## config.mk

```make
export PLATFORM = sky130hd
export DESIGN_NAME = alu_stage
export DESIGN_NICKNAME = d
export VERILOG_FILES = /design/src/rtl/alu_pkg.sv /design/src/rtl/mul_iter.sv /design/src/rtl/alu_stage.sv
export SDC_FILE = /design/constraint.sdc
export NUM_CORES = 1
export LEC_CHECK = 0
export CELL_PAD_IN_SITES_DETAIL_PLACEMENT = 1
export CELL_PAD_IN_SITES_GLOBAL_PLACEMENT = 1
export CORE_MARGIN = 2
export CORE_UTILIZATION = 50
export DETAILED_ROUTE_END_ITERATION = 8
export PLACE_DENSITY_LB_ADDON = 0.05
export REMOVE_ABC_BUFFERS = 1
export SETUP_SLACK_MARGIN = 0.5
export SYNTH_ARGS = -nofsm -noshare
export SYNTH_HDL_FRONTEND = slang
export SYNTH_HIERARCHICAL = 1
export SYNTH_SLANG_ARGS = --single-unit
```

## constraint.sdc

```tcl
create_clock -name clk -period 10 [get_ports clk]
set_clock_uncertainty 0.05 [all_clocks]
set_input_delay 1 -clock clk [delete_from_list [all_inputs] [get_ports clk]]
set_output_delay 1 -clock clk [all_outputs]
set_load 0.01 [all_outputs]
```

## src/rtl/alu_pkg.sv

```systemverilog
// Shared opcode and FSM state definitions for the ALU execute stage.
package alu_pkg;

    localparam int OPCODE_W = 4;

    typedef enum logic [OPCODE_W-1:0] {
        OP_ADD = 4'd0,
        OP_SUB = 4'd1,
        OP_AND = 4'd2,
        OP_OR  = 4'd3,
        OP_XOR = 4'd4,
        OP_SLL = 4'd5,
        OP_SRL = 4'd6,
        OP_SRA = 4'd7,
        OP_SLT = 4'd8,
        OP_MUL = 4'd9
    } op_e;

    typedef enum logic {
        ST_IDLE     = 1'b0,
        ST_MUL_BUSY = 1'b1
    } state_e;

    // Opcodes 10-15 are NOPs: they still produce a result pulse but never write.
    function automatic logic is_nop(input logic [OPCODE_W-1:0] op);
        return (op > 4'd9);
    endfunction

endpackage

```

## src/rtl/mul_iter.sv

```systemverilog
// Iterative shift-add multiplier: one partial-product step per clock after start.
module mul_iter #(
    parameter int WIDTH      = 32,
    parameter int MUL_CYCLES = 32
) (
    input  logic             clk,
    input  logic             reset,
    input  logic             start,
    input  logic [WIDTH-1:0] a,
    input  logic [WIDTH-1:0] b,
    output logic             busy,
    output logic             done,
    output logic [WIDTH-1:0] product
);

    localparam int CW = (MUL_CYCLES > 1) ? $clog2(MUL_CYCLES) : 1;

    logic [WIDTH-1:0] mcand_r;
    logic [WIDTH-1:0] mplier_r;
    logic [WIDTH-1:0] acc_r;
    logic [WIDTH-1:0] acc_next_s;
    logic [CW-1:0]    count_r;
    logic             busy_r;

    // The final step's sum is exposed directly so the product is ready on the done edge.
    assign acc_next_s = acc_r + (mplier_r[0] ? mcand_r : {WIDTH{1'b0}});
    assign product    = acc_next_s;
    assign busy       = busy_r;
    assign done       = busy_r && (count_r == CW'(MUL_CYCLES - 1));

    // Operand load on start, then shift-add iterations until the last count.
    always_ff @(posedge clk or posedge reset) begin
        if (reset) begin
            mcand_r  <= '0;
            mplier_r <= '0;
            acc_r    <= '0;
            count_r  <= '0;
            busy_r   <= 1'b0;
        end else if (start) begin
            mcand_r  <= a;
            mplier_r <= b;
            acc_r    <= '0;
            count_r  <= '0;
            busy_r   <= 1'b1;
        end else if (busy_r) begin
            acc_r    <= acc_next_s;
            mcand_r  <= mcand_r << 1;
            mplier_r <= mplier_r >> 1;
            if (done) begin
                count_r <= '0;
                busy_r  <= 1'b0;
            end else begin
                count_r <= count_r + CW'(1);
            end
        end
    end

endmodule

```

## src/rtl/alu_stage.sv

```systemverilog
// Single-issue ALU execute stage: one-cycle ALU ops plus a blocking iterative multiply.
module alu_stage
    import alu_pkg::*;
#(
    parameter int WIDTH      = 32,
    parameter int MUL_CYCLES = 32
) (
    input  logic             clk,
    input  logic             reset,
    input  logic             in_valid,
    output logic             in_ready,
    input  logic [3:0]       opcode,
    input  logic [WIDTH-1:0] r1_value,
    input  logic [WIDTH-1:0] r2_value,
    input  logic [4:0]       rd_add,
    output logic [WIDTH-1:0] z4_output,
    output logic [4:0]       z4_write_add,
    output logic             z4_write_enable,
    output logic             z4_valid
);

    state_e           state_r;
    logic [4:0]       mul_rd_r;
    logic [WIDTH-1:0] alu_result_s;
    logic [4:0]       shamt_s;
    logic             accept_s;
    logic             mul_start_s;
    logic             mul_busy_s;
    logic             mul_done_s;
    logic [WIDTH-1:0] mul_product_s;

    assign in_ready    = (state_r == ST_IDLE) && !mul_busy_s;
    assign accept_s    = in_valid && in_ready;
    assign mul_start_s = accept_s && (opcode == OP_MUL);
    assign shamt_s     = r2_value[4:0];

    // Single-cycle result for every opcode except MUL; NOPs yield zero.
    always_comb begin
        alu_result_s = '0;
        case (opcode)
            OP_ADD:  alu_result_s = r1_value + r2_value;
            OP_SUB:  alu_result_s = r1_value - r2_value;
            OP_AND:  alu_result_s = r1_value & r2_value;
            OP_OR:   alu_result_s = r1_value | r2_value;
            OP_XOR:  alu_result_s = r1_value ^ r2_value;
            OP_SLL:  alu_result_s = r1_value << shamt_s;
            OP_SRL:  alu_result_s = r1_value >> shamt_s;
            OP_SRA:  alu_result_s = $unsigned($signed(r1_value) >>> shamt_s);
            OP_SLT:  alu_result_s = ($signed(r1_value) < $signed(r2_value)) ? WIDTH'(1) : '0;
            default: alu_result_s = '0;
        endcase
    end

    mul_iter #(
        .WIDTH      (WIDTH),
        .MUL_CYCLES (MUL_CYCLES)
    ) u_mul (
        .clk     (clk),
        .reset   (reset),
        .start   (mul_start_s),
        .a       (r1_value),
        .b       (r2_value),
        .busy    (mul_busy_s),
        .done    (mul_done_s),
        .product (mul_product_s)
    );

    // Stage FSM and result register; valid and write strobe default low each cycle.
    always_ff @(posedge clk or posedge reset) begin
        if (reset) begin
            state_r         <= ST_IDLE;
            mul_rd_r        <= '0;
            z4_output       <= '0;
            z4_write_add    <= '0;
            z4_write_enable <= 1'b0;
            z4_valid        <= 1'b0;
        end else begin
            z4_valid        <= 1'b0;
            z4_write_enable <= 1'b0;
            case (state_r)
                ST_IDLE: begin
                    if (mul_start_s) begin
                        state_r  <= ST_MUL_BUSY;
                        mul_rd_r <= rd_add;
                    end else if (accept_s) begin
                        z4_output       <= alu_result_s;
                        z4_write_add    <= rd_add;
                        z4_valid        <= 1'b1;
                        z4_write_enable <= !is_nop(opcode);
                    end
                end
                ST_MUL_BUSY: begin
                    if (mul_done_s) begin
                        state_r         <= ST_IDLE;
                        z4_output       <= mul_product_s;
                        z4_write_add    <= mul_rd_r;
                        z4_valid        <= 1'b1;
                        z4_write_enable <= 1'b1;
                    end
                end
                default: state_r <= ST_IDLE;
            endcase
        end
    end

endmodule

```

==> results by group <==
STA
  • Unrepaired setup endpoints after global routing: false
  • Count of pins over their slew limit: 0
  • Max-slew headroom at the worst pin: 18.2%
  • Total negative setup slack: 0 ns
  • Clock period minus final worst setup slack: 5.19 ns
  • Final hold violation count: 0
  • Worst-Margin Slew: ~1.2 ns
  • Setup-failing EPs final: 0
  • Post-route clock period utilization: roughly 52%
  • Worst hold slack across all endpoints: 0.435 ns
  • Max frequency: ~190 MHz

Yosys
  • Mapped Area: 17,200 µm²
  • Count of warnings emitted by yosys: 6
  • Number of synthesized register bits: between 100 and 150
  • Top post-synthesis cells by count: nand2_1 (246), nor2_1 (201), o21ai_0 (199)
  • Avg Inst Size Synth: approximately 7.8 µm²
  • Most frequently used cell type in the post-synthesis netlist: nand2_1
  • Top area cells in the synthesized netlist: dfrtp_1 (21%), ha_1 (9.5%), mux2i_1 (7.9%), mux4_2 (5.9%), o21ai_0 (5.8%)
  • Fraction of synthesis flops using an asynchronous set or reset pin: 100%
  • Proportion of synthesized chip area in sequential cells: a little over a fifth
  • Biggest area consumer among synthesized cells: dfrtp_1
  • Number of enable-type register cells in the synthesized netlist: 0
  • Main flop type after synthesis: dfrtp_1
  • Gate count of the mapped netlist: 2,195
  • Number of distinct library cell variants in the gate-level netlist after synthesis: 98
  • Area fraction of the dominant cell type after synthesis: 21.4%

Placed design
  • Hpwl dp: about 56 mm
  • Number of port buffers: ~120
  • # placed instances: 2,627
  • Global placer's final weighted congestion: 0.992

Route
  • Mean routed wirelength per cell: 29.2 µm
  • Drt drc: 0
  • Final ANT Viol Nets: 0
  • Highest metal used: met4
  • Routed via count: 18,900
  • Detailed route wirelength on metal3: 7.85 mm
  • Length of the first detailed-routing pass in iterations: 5
  • Initial DRC count: 1,956
  • M1 WL: 30.9 mm
  • Wire length after detailed routing: 77.8 mm
  • Routed via count divided by cell count: 7.11
  • Length of routed met2 wiring: 35.4 mm

Global route
  • First-pass GRT wire length: 117 mm
  • Global-route usage over all layers: 42.9%
  • Largest net degree at the start of global routing: around 110
  • Vias in the first global route: 19,500
  • Overflow left after global routing: 0
  • Initial antenna violation count: 0

Critical path
  • Critical Path Source Type: flop
  • Arrival @ worst endpoint: roughly 5.5 ns
  • Critical path class: flop to flop
  • Required time worst endpoint: 10.35 ns
  • Category of the worst setup path capture point: flop
  • Critical path peak fanout: 33

Floorplan
  • Total number of placement rows: 67
  • Core area: 33,700 µm²
  • Number of top-level pins: approximately 120
  • DIE WIDTH: 190 µm
  • Die area: 35,900 µm²
  • Die H: 190 µm
  • Initial Util: 51.1%

CTS
  • Post-CTS setup-driven buffer insertion count: 0
  • Number of clock sinks: 147
  • TritonCTS clock tree: built
  • PostCTS Resize Cnt: 0
  • Clock Pin Slew Worst Setup and Hold Paths: 0.08 ns
  • Clock Latency Late Sink: 0.49 ns
  • CTS H-tree depth: 4
  • Total of hold buffers inserted after clock tree synthesis: 0
  • Clock Path Buffers: 2
  • TritonCTS Buffers: 17
  • Clock root buffer: clkbuf_16

Finish
  • Synthesis-to-layout area growth: 10.7%
  • Nets@finish: 2,407
  • Number of standard cells in the final layout excluding fillers: ~2,700
  • Filler cells: 4,092
  • Number of antenna repair diodes: 0
  • Fraction of layout cells with a size suffix above 1: 7.51%

Power and ir drop
  • Peak supply drop: about 0.31 mV
  • Int Pwr: 0.00229 W
  • Reg power frac: a little under a quarter
  • Total power per unit cell area: around 250 nW/µm²
  • Switching Fraction: about half
  • Switching component of the power: roughly 0.0024 W
  • Power share of the combinational group: 62.1%
  • Share of power burned in the clock network: 14.1%
  • Leakage power of the design: 8.22 nW
  • Total Power: roughly 0.0047 W

Min path
  • Tightest Hold Check Type: flop to flop

Status
  • Outcome: complete, no violations

Flow run
  • Max-cap violations: 0
## worst paths after layout
kind	start	endpoint	slack [ns]	cells past startpoint
setup reg to reg	u_mul/mplier_r[0]	z4_output[30]	4.81	18
min in group asynchronous	reset	u_mul/mplier_r[27]	0.87	2
max in group asynchronous	reset	u_mul/busy	7.59	3
hold reg to reg	mul_rd_r[2]	mul_rd_r[2]	0.44	2
hold / removal	mul_rd_r[2]	mul_rd_r[2]	0.44	2
setup / recovery	u_mul/mplier_r[0]	z4_output[30]	4.81	18
## worst max-delay path, cell delays in order, from the launching register on
cell and delay (ns):
dfrtp_1 0.96, and2_1 0.26, ha_1 0.23, fa_1 0.30
a211oi_1 0.11, o21bai_1 0.36, nand2b_4 0.09, a21o_2 0.25
a2111o_1 0.50, a21boi_2 0.23, or2_4 0.17, xor2_2 0.21
nand2_1 0.17, o2111a_1 0.26, nor3b_1 0.15, a31oi_1 0.26
a311o_1 0.19, o2111ai_1 0.13, a21oi_1 0.21
## layout by cell type, fill, tap and decap left out, types with 15 or more instances in the layout
| cell type | instances |
|---|---|
| a22oi_1 | 21 |
| mux2_2 | 17 |
| o2111ai_1 | 15 |
| a211oi_1 | 30 |
| nor3_1 | 37 |
| xnor2_1 | 20 |
| nand2_1 | 246 |
| mux2i_1 | 136 |
| o211ai_1 | 22 |
| nand2b_1 | 26 |
| a21o_1 | 27 |
| nor4_1 | 19 |
| dfrtp_1 | 145 |
| o21ai_0 | 199 |
| o221ai_1 | 18 |
| a21oi_1 | 171 |
| nand3_1 | 36 |
| mux4_2 | 45 |
| ha_1 | 130 |
| a221oi_1 | 22 |
| clkdlybuf4s50_1 | 111 |
| clkbuf_16 | 17 |
| o21a_1 | 16 |
| a31oi_1 | 27 |
| and2_1 | 45 |
| nor2_1 | 200 |
| buf_4 | 29 |
| o22ai_1 | 17 |
| nor2b_1 | 15 |
| inv_1 | 97 |
| and3_1 | 18 |
## stage by stage
stage,cell area [µm²],setup slack [ns],utilization (%)
floorplan,16600,3.39,-
global placement,18500,4.72,54.9
detailed placement,18500,4.65,54.9
CTS,19100,4.91,56.6
global route,19100,4.57,56.6
finish,19100,4.81,56.6
## power groups by stage
stage	logic [W]	registers, W	clock network, W
2_1_floorplan	0.00170	0.00111	0
3_3_place_gp	0.00264	0.00111	0
3_5_place_dp	0.00279	0.00112	0
4_1_cts	0.00284	0.00112	0.000666
5_1_grt	0.00310	0.00115	0.000684
6_report	0.00294	0.00113	0.000666
## kinds of logic after synthesis
kind of cell | Yosys count | share of synthesized area [%]
AND/OR/NAND/NOR | 720 | 19.6
AO/OA/AOI/OAI | 703 | 26.6
buffers and inverters | 263 | 6.02
multiplexers | 199 | 15.0
flip-flops | 147 | 21.4
adder cells (fa/ha/maj) | 133 | 9.80
XOR/XNOR | 30 | 1.57
## layout make-up
cell class                 instances  area, µm²  share of cell area (%)
tap                              448        561                    2.94
timing repair buffer             143       1340                    7.05
clock buffer                      17        425                    2.23
sequential                       147       3680                    19.3
clock inverter                    15        140                   0.735
inverter                         104        395                    2.07
multi-input combinational       1785      12500                    65.6
## state kept, by name, summed over array words and instances, names as in the netlist
signal / count
u_mul/acc_r: 32
u_mul/mcand_r: 32
u_mul/mplier_r: 32
z4_output: 32
mul_rd_r: 5
u_mul/count_r: 5
z4_write_add: 5
state_r: 1
u_mul/busy: 1
z4_valid: 1
z4_write_enable: 1
## per-layer routing
| metal | up-vias | track usage [%] |
|---|---|---|
| li1 | 8096 | - |
| met1 | 9434 | 54.8 |
| met2 | 1110 | 69.3 |
| met3 | 261 | 9.54 |
| met4 | 0 | 20.0 |
| met5 | - | 0 |
(Power assumes the default switching activity.)
